$ cat src/rtl/fpu_pkg.sv
`default_nettype none
// ============================================================================
// Module : fpu_pkg
// Brief  : Shared FP32 field widths, bias, rounding-mode encoding and a
//          field-packing helper used across the FPU blocks.
// Rev    : 1.0  initial release
// ============================================================================
package fpu_pkg;

  localparam int FP32_EXP_W = 8;
  localparam int FP32_MAN_W = 23;
  localparam int FP32_BIAS  = 127;

  // Rounding mode encoding matches the per-beat in_rmode pin
  typedef enum logic {
    RM_RNE = 1'b0,
    RM_RTZ = 1'b1
  } rmode_e;

  // Assemble an IEEE-754 single from its fields
  function automatic logic [31:0] fp32_pack(
    input logic                  sign,
    input logic [FP32_EXP_W-1:0] exp,
    input logic [FP32_MAN_W-1:0] man
  );
    return {sign, exp, man};
  endfunction

endpackage
`default_nettype wire

$ cat src/rtl/lead_one_det.sv
`default_nettype none
// ============================================================================
// Module : lead_one_det
// Brief  : Combinational leading-one detector. Returns the bit index of the
//          most significant set bit and a found flag (0 when vec is zero).
// Rev    : 1.0  initial release
// ============================================================================
module lead_one_det #(
  parameter int W     = 32,
  parameter int IDX_W = (W > 1) ? $clog2(W) : 1
) (
  input  logic [W-1:0]     vec,
  output logic [IDX_W-1:0] idx,
  output logic             found
);

  // Scan upward; the last set bit seen is the most significant one
  always_comb begin
    idx   = '0;
    found = 1'b0;
    for (int i = 0; i < W; i++) begin
      if (vec[i]) begin
        idx   = IDX_W'(i);
        found = 1'b1;
      end
    end
  end

endmodule
`default_nettype wire

$ cat src/rtl/fxp_to_fp_pipe.sv
`default_nettype none
// ============================================================================
// Module : fxp_to_fp_pipe
// Brief  : Three-stage valid/ready pipeline converting a fixed-point value
//          (IN_W bits, FRAC_W fraction bits, signed or unsigned) to IEEE-754
//          single precision with per-beat RNE/RTZ rounding and inexact flag.
//          S1 sign/magnitude, S2 leading-one detect + normalise,
//          S3 round + pack (the output register).
// Rev    : 1.0  initial release
// ============================================================================
module fxp_to_fp_pipe
  import fpu_pkg::*;
#(
  parameter int IN_W      = 32,
  parameter int FRAC_W    = 16,
  parameter int SIGNED_IN = 1
) (
  input  logic            clk,
  input  logic            rst_n,
  input  logic            in_valid,
  output logic            in_ready,
  input  logic [IN_W-1:0] in_data,
  input  logic            in_rmode,
  output logic            out_valid,
  input  logic            out_ready,
  output logic [31:0]     out_fp,
  output logic            out_inexact
);

  localparam int c_idx_w = $clog2(IN_W);
  localparam int c_ext_w = IN_W + 24;

  // --------------------------------------------------------------------------
  // Elaboration-time parameter legality
  // --------------------------------------------------------------------------
  generate
    if (IN_W < 8 || IN_W > 64) begin : g_bad_in_w
      $error("fxp_to_fp_pipe: IN_W=%0d outside 8..64", IN_W);
    end
    if (FRAC_W < 0 || FRAC_W > IN_W - 1) begin : g_bad_frac_w
      $error("fxp_to_fp_pipe: FRAC_W=%0d outside 0..IN_W-1", FRAC_W);
    end
    if (SIGNED_IN != 0 && SIGNED_IN != 1) begin : g_bad_signed_in
      $error("fxp_to_fp_pipe: SIGNED_IN=%0d must be 0 or 1", SIGNED_IN);
    end
  endgenerate

  // --------------------------------------------------------------------------
  // Handshake: a stage may load when it is empty or its content is leaving
  // --------------------------------------------------------------------------
  logic r_s1_valid;
  logic r_s2_valid;
  logic w_s3_open;
  logic w_s2_open;
  logic w_s1_open;
  logic w_in_fire;

  assign w_s3_open = !out_valid || out_ready;
  assign w_s2_open = !r_s2_valid || w_s3_open;
  assign w_s1_open = !r_s1_valid || w_s2_open;
  assign in_ready  = w_s1_open;
  assign w_in_fire = in_valid && w_s1_open;

  // --------------------------------------------------------------------------
  // S1 combinational: sign and magnitude.
  // The negation is the low IN_W bits of the IN_W+1-bit two's complement
  // negate; read as unsigned it is exact even for the most negative input
  // (2^(IN_W-1) fits in IN_W unsigned bits), so the extra top bit is dropped.
  // --------------------------------------------------------------------------
  localparam logic [IN_W-1:0] c_one = {{(IN_W-1){1'b0}}, 1'b1};

  logic            w_in_neg;
  logic [IN_W-1:0] w_in_mag;

  assign w_in_neg = (SIGNED_IN != 0) && in_data[IN_W-1];
  assign w_in_mag = w_in_neg ? (~in_data + c_one) : in_data;

  logic            r_s1_sign;
  logic [IN_W-1:0] r_s1_mag;
  rmode_e          r_s1_rm;

  // --------------------------------------------------------------------------
  // S2 combinational: leading-one detect and normalise. The leading one is
  // shifted out so the fraction bits sit left-aligned in w_frac.
  // --------------------------------------------------------------------------
  logic [c_idx_w-1:0] w_lod_idx;
  logic               w_lod_found;
  logic [c_idx_w-1:0] w_shamt;
  logic [c_idx_w:0]   w_fshamt;
  logic [IN_W-1:0]    w_frac;

  lead_one_det #(
    .W     (IN_W),
    .IDX_W (c_idx_w)
  ) u_lod (
    .vec   (r_s1_mag),
    .idx   (w_lod_idx),
    .found (w_lod_found)
  );

  assign w_shamt  = c_idx_w'(IN_W - 1) - w_lod_idx;
  assign w_fshamt = {1'b0, w_shamt} + {{c_idx_w{1'b0}}, 1'b1};
  assign w_frac   = r_s1_mag << w_fshamt;

  logic               r_s2_sign;
  logic               r_s2_zero;
  logic [c_idx_w-1:0] r_s2_p;
  logic [IN_W-1:0]    r_s2_frac;
  rmode_e             r_s2_rm;

  // --------------------------------------------------------------------------
  // S3 combinational: round to 23 stored fraction bits and pack.
  // Appending 24 zeros guarantees guard/sticky positions exist for any IN_W;
  // when p <= 23 every dropped bit is zero, so the result is exact.
  // --------------------------------------------------------------------------
  logic [c_ext_w-1:0]    w_ext;
  logic [FP32_MAN_W-1:0] w_man_trunc;
  logic                  w_guard;
  logic                  w_sticky;
  logic                  w_round_up;
  logic                  w_carry;
  logic [FP32_MAN_W-1:0] w_man_rnd;
  logic [FP32_MAN_W-1:0] w_man;
  logic [FP32_EXP_W-1:0] w_exp;
  logic [31:0]           w_fp;
  logic                  w_inexact;

  assign w_ext       = {r_s2_frac, 24'd0};
  assign w_man_trunc = w_ext[c_ext_w-1 -: FP32_MAN_W];
  assign w_guard     = w_ext[IN_W];
  assign w_sticky    = |w_ext[IN_W-1:0];
  assign w_round_up  = (r_s2_rm == RM_RNE) && w_guard && (w_sticky || w_man_trunc[0]);

  // Carry out of the stored fraction means the 24-bit significand overflowed
  assign {w_carry, w_man_rnd} = {1'b0, w_man_trunc} + {{FP32_MAN_W{1'b0}}, w_round_up};
  assign w_man = w_carry ? '0 : w_man_rnd;

  // True exponent lies well inside 1..254 for legal parameters, so 8-bit
  // modular arithmetic yields the exact biased value
  assign w_exp = FP32_EXP_W'(FP32_BIAS) + FP32_EXP_W'(r_s2_p)
               - FP32_EXP_W'(FRAC_W) + FP32_EXP_W'(w_carry);

  assign w_fp      = r_s2_zero ? 32'd0 : fp32_pack(r_s2_sign, w_exp, w_man);
  assign w_inexact = !r_s2_zero && (w_guard || w_sticky);

  // --------------------------------------------------------------------------
  // Stage valid bits: cleared asynchronously, bubbles collapse
  // --------------------------------------------------------------------------
  always_ff @(posedge clk or negedge rst_n) begin
    if (!rst_n) begin
      r_s1_valid <= 1'b0;
      r_s2_valid <= 1'b0;
    end else begin
      if (w_s1_open) r_s1_valid <= in_valid;
      if (w_s2_open) r_s2_valid <= r_s1_valid;
    end
  end

  // Output register: updates only when empty or being consumed, holds on stall
  always_ff @(posedge clk or negedge rst_n) begin
    if (!rst_n) begin
      out_valid   <= 1'b0;
      out_fp      <= 32'd0;
      out_inexact <= 1'b0;
    end else if (w_s3_open) begin
      out_valid <= r_s2_valid;
      if (r_s2_valid) begin
        out_fp      <= w_fp;
        out_inexact <= w_inexact;
      end
    end
  end

  // Internal datapath registers carry no reset; validity is tracked separately
  always_ff @(posedge clk) begin
    if (w_in_fire) begin
      r_s1_sign <= w_in_neg;
      r_s1_mag  <= w_in_mag;
      r_s1_rm   <= rmode_e'(in_rmode);
    end
    if (w_s2_open && r_s1_valid) begin
      r_s2_sign <= r_s1_sign && w_lod_found;
      r_s2_zero <= !w_lod_found;
      r_s2_p    <= w_lod_idx;
      r_s2_frac <= w_frac;
      r_s2_rm   <= r_s1_rm;
    end
  end

endmodule
`default_nettype wire

$ cat config.mk
export PLATFORM = sky130hd
export DESIGN_NAME = fxp_to_fp_pipe
export DESIGN_NICKNAME = d
export VERILOG_FILES = /design/src/rtl/fpu_pkg.sv /design/src/rtl/lead_one_det.sv /design/src/rtl/fxp_to_fp_pipe.sv
export SDC_FILE = /design/constraint.sdc
export NUM_CORES = 1
export LEC_CHECK = 0
export ABC_CLOCK_PERIOD_IN_PS = 3900
export BUFFER_PORTS_ARGS = -buffer_cell sky130_fd_sc_hd__buf_2
export CAP_MARGIN = 30
export CORE_ASPECT_RATIO = 1.75
export CORE_MARGIN = 4
export CORE_UTILIZATION = 45
export CTS_BUF_LIST = sky130_fd_sc_hd__clkbuf_4
export CTS_CLUSTER_DIAMETER = 80
export DETAILED_ROUTE_END_ITERATION = 7
export PLACE_DENSITY = 0.67
export SYNTH_ARGS = -nofsm -noshare
export SYNTH_HDL_FRONTEND = slang
export SYNTH_SLANG_ARGS = --single-unit
$ cat constraint.sdc
create_clock -name clk -period 3.9 [get_ports clk]
set_input_delay 0.585 -clock clk [delete_from_list [all_inputs] [get_ports clk]]
set_output_delay 0.585 -clock clk [all_outputs]
set_load 0.03 [all_outputs]
Word-level counts from Yosys, hierarchy flattened
Index checks and enable logic that the tools add are counted.

operators by class
  $add $sub $neg = 7
  shifts and indexed selects = 1
  muxes and demuxes = 66
  bitwise gates (word level) = 2
  reduce and logical (&&, ||, !) cells = 18

operator list
  operator                 number
  $mux W5                  16
  $mux W1                  33
  $add A32 B1 Y32 const B  1
  $mux W32                 1
  $mux W4                  8
  $not A32 Y32             1
  $shl A32 B6 Y32          1
  $mux W31                 1
  $add A23 B1 Y24          1
  $mux W23                 1
  $mux W3                  4
  $add A7 B5 Y8 const A    1
  $add A8 B1 Y8            1
  $reduce_or A8 Y1         1
  $sub A8 B5 Y8 const B    1
  $add A5 B1 Y6 const B    1
  $logic_and A1 B1 Y1      6
  $logic_not A1 Y1         5
  $logic_or A1 B1 Y1       5
  $sub A5 B5 Y5 const A    1
  $mux W2                  2
  $reduce_and A2 Y1        1
  $not A1 Y1               1

storage, ports and cells
  bits in registers = 110
  input port bits = 37
  output and inout port bits = 35

Depth between registers and ports, before layout
Gate-level depths: netlist (run 1).

  depth in word-level cells = 34
  gate-level depth with buffers = 17
  mapped depth without buffers = 17

Modules after synthesis
Synthesis (run 1) repeated with hierarchy kept, for this count alone.

second synthesis, totals
  cells, all modules = 693
  area, all modules = 7,085.5 um^2

by module, submodules not included
  module          instances  cells an instance  area an instance (um^2)
  fxp_to_fp_pipe  1          631                6,727.7
  lead_one_det    1          62                 357.8

Worst setup path before layout (run 1)
Ideal clock, no wire load.

  kind = reg-to-reg
  start point = register r_s1_mag[2]
  end point = register r_s2_frac[29], data pin
  setup time = 268 ps
  arrival = 3,803 ps
  path slack = -171 ps
  stages on the path, launching flop included = 16
  clock period less this slack = 4,071 ps
  cells stage by stage = edfxtp_1 nand2b_1 a221oi_1 nor4_1 o21a_1 o21ai_2 inv_2 buf_1 ha_1 xnor2_2 buf_4 mux2i_1 mux2i_1 mux2_2 a222oi_1 o21ai_1

between the ends
  longest elaborated chain between the ends = 33

RTL lines
  what                    line                   RTL
  from (decl)             fxp_to_fp_pipe.sv:79   logic [IN_W-1:0] r_s1_mag;
  from (signal assigned)  fxp_to_fp_pipe.sv:178  r_s1_mag <= w_in_mag;
  $mux W2 (2 in a row)    lead_one_det.sv:22     if (vec[i]) begin
  $mux W3 (4 in a row)    lead_one_det.sv:22
  $mux W4 (8 in a row)    lead_one_det.sv:22
  $mux W5 (16 in a row)   lead_one_det.sv:22
  $sub A5 B5 Y5           fxp_to_fp_pipe.sv:101  assign w_shamt = c_idx_w'(IN_W - 1) - w_lod_idx;
  $add A5 B1 Y6           fxp_to_fp_pipe.sv:102  assign w_fshamt = {1'b0, w_shamt} + {{c_idx_w{1'b0}}, 1'b1};
  $shl A32 B6 Y32 *       fxp_to_fp_pipe.sv:103  assign w_frac = r_s1_mag << w_fshamt;
  to (signal assigned)    fxp_to_fp_pipe.sv:185  r_s2_frac <= w_frac;
  to (decl)               fxp_to_fp_pipe.sv:108  logic [IN_W-1:0] r_s2_frac;

Every way passes the cells marked *; elsewhere a longest branch is shown, timed or not.
A chain may end at the register's enable or synchronous reset.

Final worst setup path (run 1)
  start point = register r_s1_mag[21]
  end point = register r_s2_frac[29], data pin

between the ends
  longest elaborated chain between the ends = 14

RTL lines
  what                   line
  $mux W5 (11 in a row)  lead_one_det.sv:22
  $sub A5 B5 Y5          fxp_to_fp_pipe.sv:101
  $add A5 B1 Y6          fxp_to_fp_pipe.sv:102
  $shl A32 B6 Y32 *      fxp_to_fp_pipe.sv:103

Marks and branches as above.

==> results.txt, run 1 <==
Status = finished, final reports clean
Routed Antenna Nets = 0
Initial Util = 0.459
Syn Std Cell Area = 0.00685 mm^2
Post-synth ARST share = 0.327
Worst-path clk slew = 0.19 ns
Top-area cell type share of the netlist area = 0.325
Die Width = 101 um
Vias in the first global route = 5,676
Synth cell types = 71
Gr usage total = 0.210
Crit path time final = 3.89 ns
Synthesized net count = 713
Register share of total power = 0.486
First-pass GRT wire length = 28,400 um
Clock power frac = 0.174
Synth warn = 0
Area leader, netlist = edfxtp_1
Initial antenna violation count = 1
Final hold violation count = 0
CTS tree = done
Min-delay worst type = in2async
Relative slew slack = 0.346
Post-synth EDFFs = 74
Final Setup Violations = 0
Initial drt markers = 256
Dpl cell area = 0.00760 mm^2
Longest Clk Path Bufs = 2
Drc violations = 0
Synth top area cells = edfxtp_1 32%, dfrtp_1 13%, mux2i_1 8.3%
Die area = 0.0173 mm^2
Total grt overflow = 0
Clk Latency, worst-skew pair = 0.48 ns
Max VDD drop = 0.198 mV
Drt total wl = 18,000 um
# H-tree levels = 3
Pwr/cell area = 407 mW/mm^2
Hpwl dp = 14,100 um
Synth Instances = 670
CP startpoint kind = flip-flop
Pre-CTS WS = -0.268 ns
Reg2Reg Depth = 14
Design Area, Final = 0.00801 mm^2
Leakage = 3.22 nW
Max Clk Rate = 0.257 GHz
CTS sink cnt = 110
Row cnt = 59
Share of cells above drive strength 1 = 0.236
Logic pwr share = 0.340
1st-pass router iterations = 5
Post-DR wirelength/cell = 18.6 um
Core Region = 0.0149 mm^2
Nets@finish = 821
Die height = 171 um
Final Skew = 0.0196 ns
Pin slew with the least headroom to its limit = 0.978 ns
Setup WS post-layout = 0.0133 ns
Routed vias/inst = 5.77
Tcrit/Tclk final = 0.997
Critical path class = reg2reg
Max-cap violations = 0
Synth Flop Type = edfxtp_1
Worst EP required = 4.13 ns
Total CTS buffers = 9
Final Wtd Congestion = 0.995
Synthesized flop and latch total = 110
Worst EP arrival = 4.12 ns
Part of the Yosys area used for sequential elements = 0.456
Area grow syn2layout = 17.0%
Root buf cell = clkbuf_4
I/O Buffers = 71
Internal power = 0.00204 W
Via count = 5,582
Largest net degree at the start of global routing = 41
I/O pins = 72
Filler instances = 1,379
Slew Viols, Final = 0
Switching Fraction = 0.372
Psw = 0.00121 W
Crit Path Max Fanout = 8
CP Capture Type = flip-flop
Synthesized area per cell = 10.2 um^2
[path summary, 6_finish.rpt]
check	from	endpoint	slack, ns
min in group clk	in_rmode	r_s1_rm$_DFFE_PP_	0.27
setup / recovery	r_s1_mag[21]$_DFFE_PP_	r_s2_frac[29]$_SDFFCE_PP0P_	0.01
hold / removal	rst_n	out_fp[31]$_DFFE_PN0P_	0.14
max in group asynchronous	rst_n	out_fp[13]$_DFFE_PN0P_	3.27
hold reg to reg	r_s1_rm$_DFFE_PP_	r_s2_rm$_DFFE_PP_	0.45
setup reg to reg	r_s1_mag[21]$_DFFE_PP_	r_s2_frac[29]$_SDFFCE_PP0P_	0.01
[state kept, by name (all words and copies together) (netlist names)]
| name | cells |
|---|---|
| out_fp | 32 |
| out_inexact | 1 |
| out_valid | 1 |
| r_s1_mag | 32 |
| r_s1_rm | 1 |
| r_s1_sign | 1 |
| r_s1_valid | 1 |
| r_s2_frac | 32 |
| r_s2_p | 5 |
| r_s2_rm | 1 |
| r_s2_sign | 1 |
| r_s2_valid | 1 |
| r_s2_zero | 1 |
[layer usage]
metal  vias up  routed length (um)  GRT usage
met5         -                   0          0
met4         0                1110      0.114
met3        58                 700     0.0261
met2       166                9940      0.410
met1      2661                6200      0.205
li1       2697                   -          -
[logic make-up (layout without fill, tap and decap cells)]
family	after synthesis	after routing	synth area share
compound gates	136	136	0.141
xor+xnor	55	55	0.0726
fa+ha+maj	6	6	0.0110
buf+inv	44	157	0.0267
flops	110	110	0.456
mux	74	74	0.115
other cells	0	1	0
simple gates	245	245	0.178
[cells in the mapped netlist, drive strengths merged (5+ instances only)]
cell type,instances
mux2,15
clkbuf,16
or4,8
nor2,52
and2,14
xor2,20
nand2b,14
o21ai,44
and3,11
edfxtp,74
nor4,12
nand4,5
a21oi,19
nand2,74
xnor2,35
nor3,9
a211oi,9
buf,10
nand3,17
dfrtp,36
a22o,7
mux2i,57
or3,9
ha,6
inv,18
or2,6
o31ai,12
nor2b,10
[placed cells by master (no fill, tap or decap), types with 5 or more instances in the layout]
master    synthesis  routed
nor3_1            9       9
or3_1             9       9
nor2_1           52      51
ha_1              6       5
buf_4             1      47
nand4_1           5       5
nor2b_1          10      10
inv_1            17      17
clkbuf_4          0       9
and3_1           11      11
o21ai_0          42      40
xnor2_1          34      34
xor2_1           19      19
nand2_1          74      74
dfrtp_1          36      36
a211oi_1          8       8
or4_1             6       5
a21oi_1          19      18
mux2i_1          57      54
buf_2             5      71
a22o_1            7       7
mux2_2           12      12
nand2b_1         14      14
and2_1           14      14
nor4_1           11       7
nand3_1          17      17
o31ai_1          10       9
edfxtp_1         74      74
[per-stage QoR]
step	total power (W)	util	std cells	setup TNS, ns	hold slack (ns)
finish	0.00326	0.537	967	0	0.136
global placement	0.00264	0.509	933	-0.153	0.407
CTS	0.00323	0.523	953	0	0.138
global route	0.00343	0.537	967	-0.0132	0.154
detailed placement	0.00266	0.509	933	-0.365	0.405
floorplan	0.00229	-	670	0	0.289
[timing repair]
item                                    in CTS  in global routing
pin swaps                                    2                  5
buffers inserted                             4                 13
endpoints found under the setup margin       4                  6
gates resized for setup                      6                 22
hold buffers                                 0                  0
[critical path, cell delays in order, from the launching register on]
cell	delay, ns
edfxtp_1	0.47
buf_6	0.17
or3_1	0.41
nor4_2	0.16
o21a_1	0.23
o21ai_4	0.08
inv_2	0.08
ha_4	0.20
xor2_4	0.19
buf_6	0.18
mux2i_2	0.26
mux2i_1	0.13
mux2_2	0.31
a222oi_1	0.63
o21ai_1	0.15
[area by class of cell]
type / instances / area (um^2) / area share
well taps: 183 / 229 / 0.0286
flip-flops and latches: 110 / 3120 / 0.390
repair buffers: 123 / 773 / 0.0965
clock inverters: 7 / 71.3 / 0.00890
diodes: 1 / 2.50 / 0.000312
clock buffers: 9 / 67.6 / 0.00843
inverters: 18 / 67.6 / 0.00843
multi-input cells: 516 / 3680 / 0.459
[power by group through the flow]
stage	sequential (W)	combinational, W	clock [W]
global route	0.00161	0.00120	0.000626
detailed placement	0.00161	0.00105	0
global placement	0.00160	0.00104	0
finish	0.00158	0.00111	0.000566
CTS	0.00158	0.00107	0.000588
floorplan	0.00173	0.000562	0
Note: power is estimated with default switching activity, not from simulation.
==> run 2, diff against run 1 <==
--- a/config.mk
+++ b/config.mk
@@ -15,6 +15,7 @@
 export CTS_CLUSTER_DIAMETER = 80
 export DETAILED_ROUTE_END_ITERATION = 7
 export PLACE_DENSITY = 0.67
+export SETUP_SLACK_MARGIN = 0.15
 export SYNTH_ARGS = -nofsm -noshare
 export SYNTH_HDL_FRONTEND = slang
 export SYNTH_SLANG_ARGS = --single-unit
==> run 2 against run 1 <==
  * Sequential power about the same
  * Largest power group unchanged
  * Cell area decreased by 0.70%
  * Clock power increased by 9.5%
  * Setup slack improved by 0.24 ns
  * Via count decreased by 2.2%
  * Final cell count decreased by 0.83%
  * Sequential share of layout area increased by 0.28 points
  * Sequential cell count unchanged
  * Highest routed layer unchanged
  * Fmax increased by 6.6%
  * Register-to-register slack improved by 0.24 ns
  * Clock-buffer cell count increased by 1
  * Largest cell class unchanged
==> results.txt, run 2 (same netlist as run 1, synthesis figures left out) <==
Max incr delay on CP = 0.47 ns (-0.16 ns)
Nets@finish = 813 (-0.97%)
Switching Fraction = 0.361 (-0.0118)
Crit Path Max Fanout = 6 (-2)
Die height = 171 um (unchanged)
Vias in the first global route = 5,543 (-2.3%)
Final Skew = 0.0267 ns (+0.00712 ns)
Max Clk Rate = 0.274 GHz (+6.6%)
Max-cap violations = 0 (unchanged)
R2R Path End = r_s2_frac[31]$_SDFFCE_PP0P_
RSZ-0062 raised after global routing = yes
Routed Antenna Nets = 0 (unchanged)
Tcrit/Tclk final = 0.935 (-0.0619)
Setup WS post-layout = 0.255 ns (+0.241 ns)
Max VDD drop = 0.158 mV (-20%)
Post-DR wirelength/cell = 18.6 um (+0.37%)
Final hold violation count = 0 (unchanged)
Hold Buf Count CTS = 0 (unchanged)
Gr usage total = 0.209 (-0.000359)
Clk Latency, worst-skew pair = 0.49 ns (about the same)
Critical path, cell by cell = nand2b_1, a221oi_2, nor4_1, buf_4, o21a_1, o21ai_4, inv_2, ha_4, xnor2_4, buf_12, mux2_1, mux2_4, mux2i_4, o22ai_1, or3_1
Total grt overflow = 0 (unchanged)
CP startpoint kind = flip-flop
RR Startpoint = r_s1_mag[2]$_DFFE_PP_
Pwr/cell area = 415 mW/mm^2 (+2.0%)
Root buf cell = clkbuf_4
Slew Viols, Final = 0 (unchanged)
# H-tree levels = 3 (unchanged)
Area grow syn2layout = 16.2%
CTS sink cnt = 110 (unchanged)
Largest net degree at the start of global routing = 41 (unchanged)
First-pass GRT wire length = 28,100 um (-1.2%)
Initial Util = 0.459 (unchanged)
Worst-path clk slew = 0.18 ns (about the same)
Largest registers = out_fp: 32 flops, r_s1_mag: 32 flops, r_s2_frac: 32 flops
CTS tree = done
Pre-CTS WS = -0.145 ns (+0.123 ns)
Logic pwr share = 0.331 (-0.009)
Initial drt markers = 195 (-24%)
R2r setup slk = 0.25 ns (+0.24 ns)
Crit path time final = 3.65 ns (-0.241 ns)
Commonest non-fill, non-tap cells in the layout = 74 x nand2_1, 74 x edfxtp_1, 71 x buf_2, 51 x mux2i_1, 50 x nor2_1
Initial antenna violation count = 1 (unchanged)
I/O pins = 72 (unchanged)
Status = finished, final reports clean
Share of cells above drive strength 1 = 0.232 (-0.00401)
Relative slew slack = 0.484 (+0.139)
CP max stage cell = edfxtp_1
Drc violations = 0 (unchanged)
Core Region = 0.0149 mm^2 (unchanged)
Total CTS buffers = 9 (unchanged)
1st-pass router iterations = 5 (unchanged)
Drt total wl = 17,900 um (-0.46%)
Die area = 0.0173 mm^2 (unchanged)
Register share of total power = 0.481 (-0.005)
Worst EP required = 4.16 ns (+0.03 ns)
Via count = 5,457 (-2.2%)
Pin slew with the least headroom to its limit = 0.774 ns (-0.204 ns)
Reg2Reg Depth = 15 (+1)
Routed vias/inst = 5.69 (-1.4%)
CP Capture Type = flip-flop
Final Wtd Congestion = 0.998 (+0.29%)
Die Width = 101 um (unchanged)
Row cnt = 59 (unchanged)
Leakage = 3.19 nW (-1.0%)
Setup_tns = 0 ns (unchanged)
Internal power = 0.00211 W (+3.2%)
I/O Buffers = 71 (unchanged)
Psw = 0.00119 W (-1.9%)
Hpwl dp = 14,100 um (about the same)
Longest Clk Path Bufs = 2 (unchanged)
Min-delay worst type = in2async
Final Setup Violations = 0 (unchanged)
Worst EP arrival = 3.90 ns (-0.22 ns)
Critical path class = reg2reg
Clock power frac = 0.188 (+0.014)
==> run 2: final cells by class <==
| type | count | area, um^2 |
|---|---|---|
| Fill cell | 1399 | 6960 |
| Multi-Input combinational cell | 516 | 3680 |
| Sequential cell | 110 | 3120 |
| Timing Repair Buffer | 115 | 702 |
| Tap cell | 183 | 229 |
| Clock inverter | 6 | 76.3 |
| Clock buffer | 10 | 75.1 |
| Inverter | 18 | 67.6 |
| Antenna cell | 1 | 2.50 |
==> run 2: power groups by stage <==
stage / Clock, W / Sequential, W / Combinational, W
after floorplan: 0 / 0.00173 / 0.000567
after global placement: 0 / 0.00160 / 0.00103
after detailed placement: 0 / 0.00161 / 0.00104
after CTS: 0.000633 / 0.00158 / 0.00105
after global routing: 0.000678 / 0.00161 / 0.00119
final: 0.000620 / 0.00159 / 0.00109
==> run 2: worst max path at each step <==
stage                                  endpoint              startpoint  slack [ns]
floorplan           r_s2_frac[29]$_SDFFCE_PP0P_   r_s1_mag[2]$_DFFE_PP_        0.20
global placement    r_s2_frac[23]$_SDFFCE_PP0P_  r_s1_mag[20]$_DFFE_PP_       -0.04
detailed placement  r_s2_frac[23]$_SDFFCE_PP0P_  r_s1_mag[20]$_DFFE_PP_       -0.15
CTS                 r_s2_frac[23]$_SDFFCE_PP0P_  r_s1_mag[20]$_DFFE_PP_        0.15
global route        r_s2_frac[31]$_SDFFCE_PP0P_   r_s1_mag[2]$_DFFE_PP_        0.08
finish              r_s2_frac[31]$_SDFFCE_PP0P_   r_s1_mag[2]$_DFFE_PP_        0.25
==> run 2: timing repair <==
item                                    in CTS  in global routing
pin swaps                                    0                  3
resized for setup                            3                 22
setup buffers                                3                  9
endpoints found under the setup margin      21                 24
gates cloned                                 0                  0
==> run 2: layer usage <==
layer / part of all wire / GRT usage
met2: 0.57 / 0.406
met3: 0.028 / 0.0310
met5: 0 / 0
met1: 0.36 / 0.210
met4: 0.045 / 0.104
==> run 2: worst max-delay path, delay by kind of cell, from the launching register on <==
kind            cells  cell delay, ns
buf+inv             3            0.37
mux                 3            0.86
xor+xnor            1            0.20
fa+ha+maj           1            0.20
compound gates      4            0.73
simple gates        3            0.59
flops               1            0.47
==> run 2: per-stage QoR <==
step           total power (W)  instances  hold WS [ns]  instance area, um^2   util
2_1_floorplan          0.00229        670         0.289                 6880      -
3_3_place_gp           0.00263        930         0.410                 7590  0.509
3_5_place_dp           0.00265        930         0.411                 7590  0.509
4_1_cts                0.00327        949         0.141                 7770  0.521
5_1_grt                0.00347        959         0.184                 7960  0.533
6_report               0.00330        959         0.132                 7960  0.533
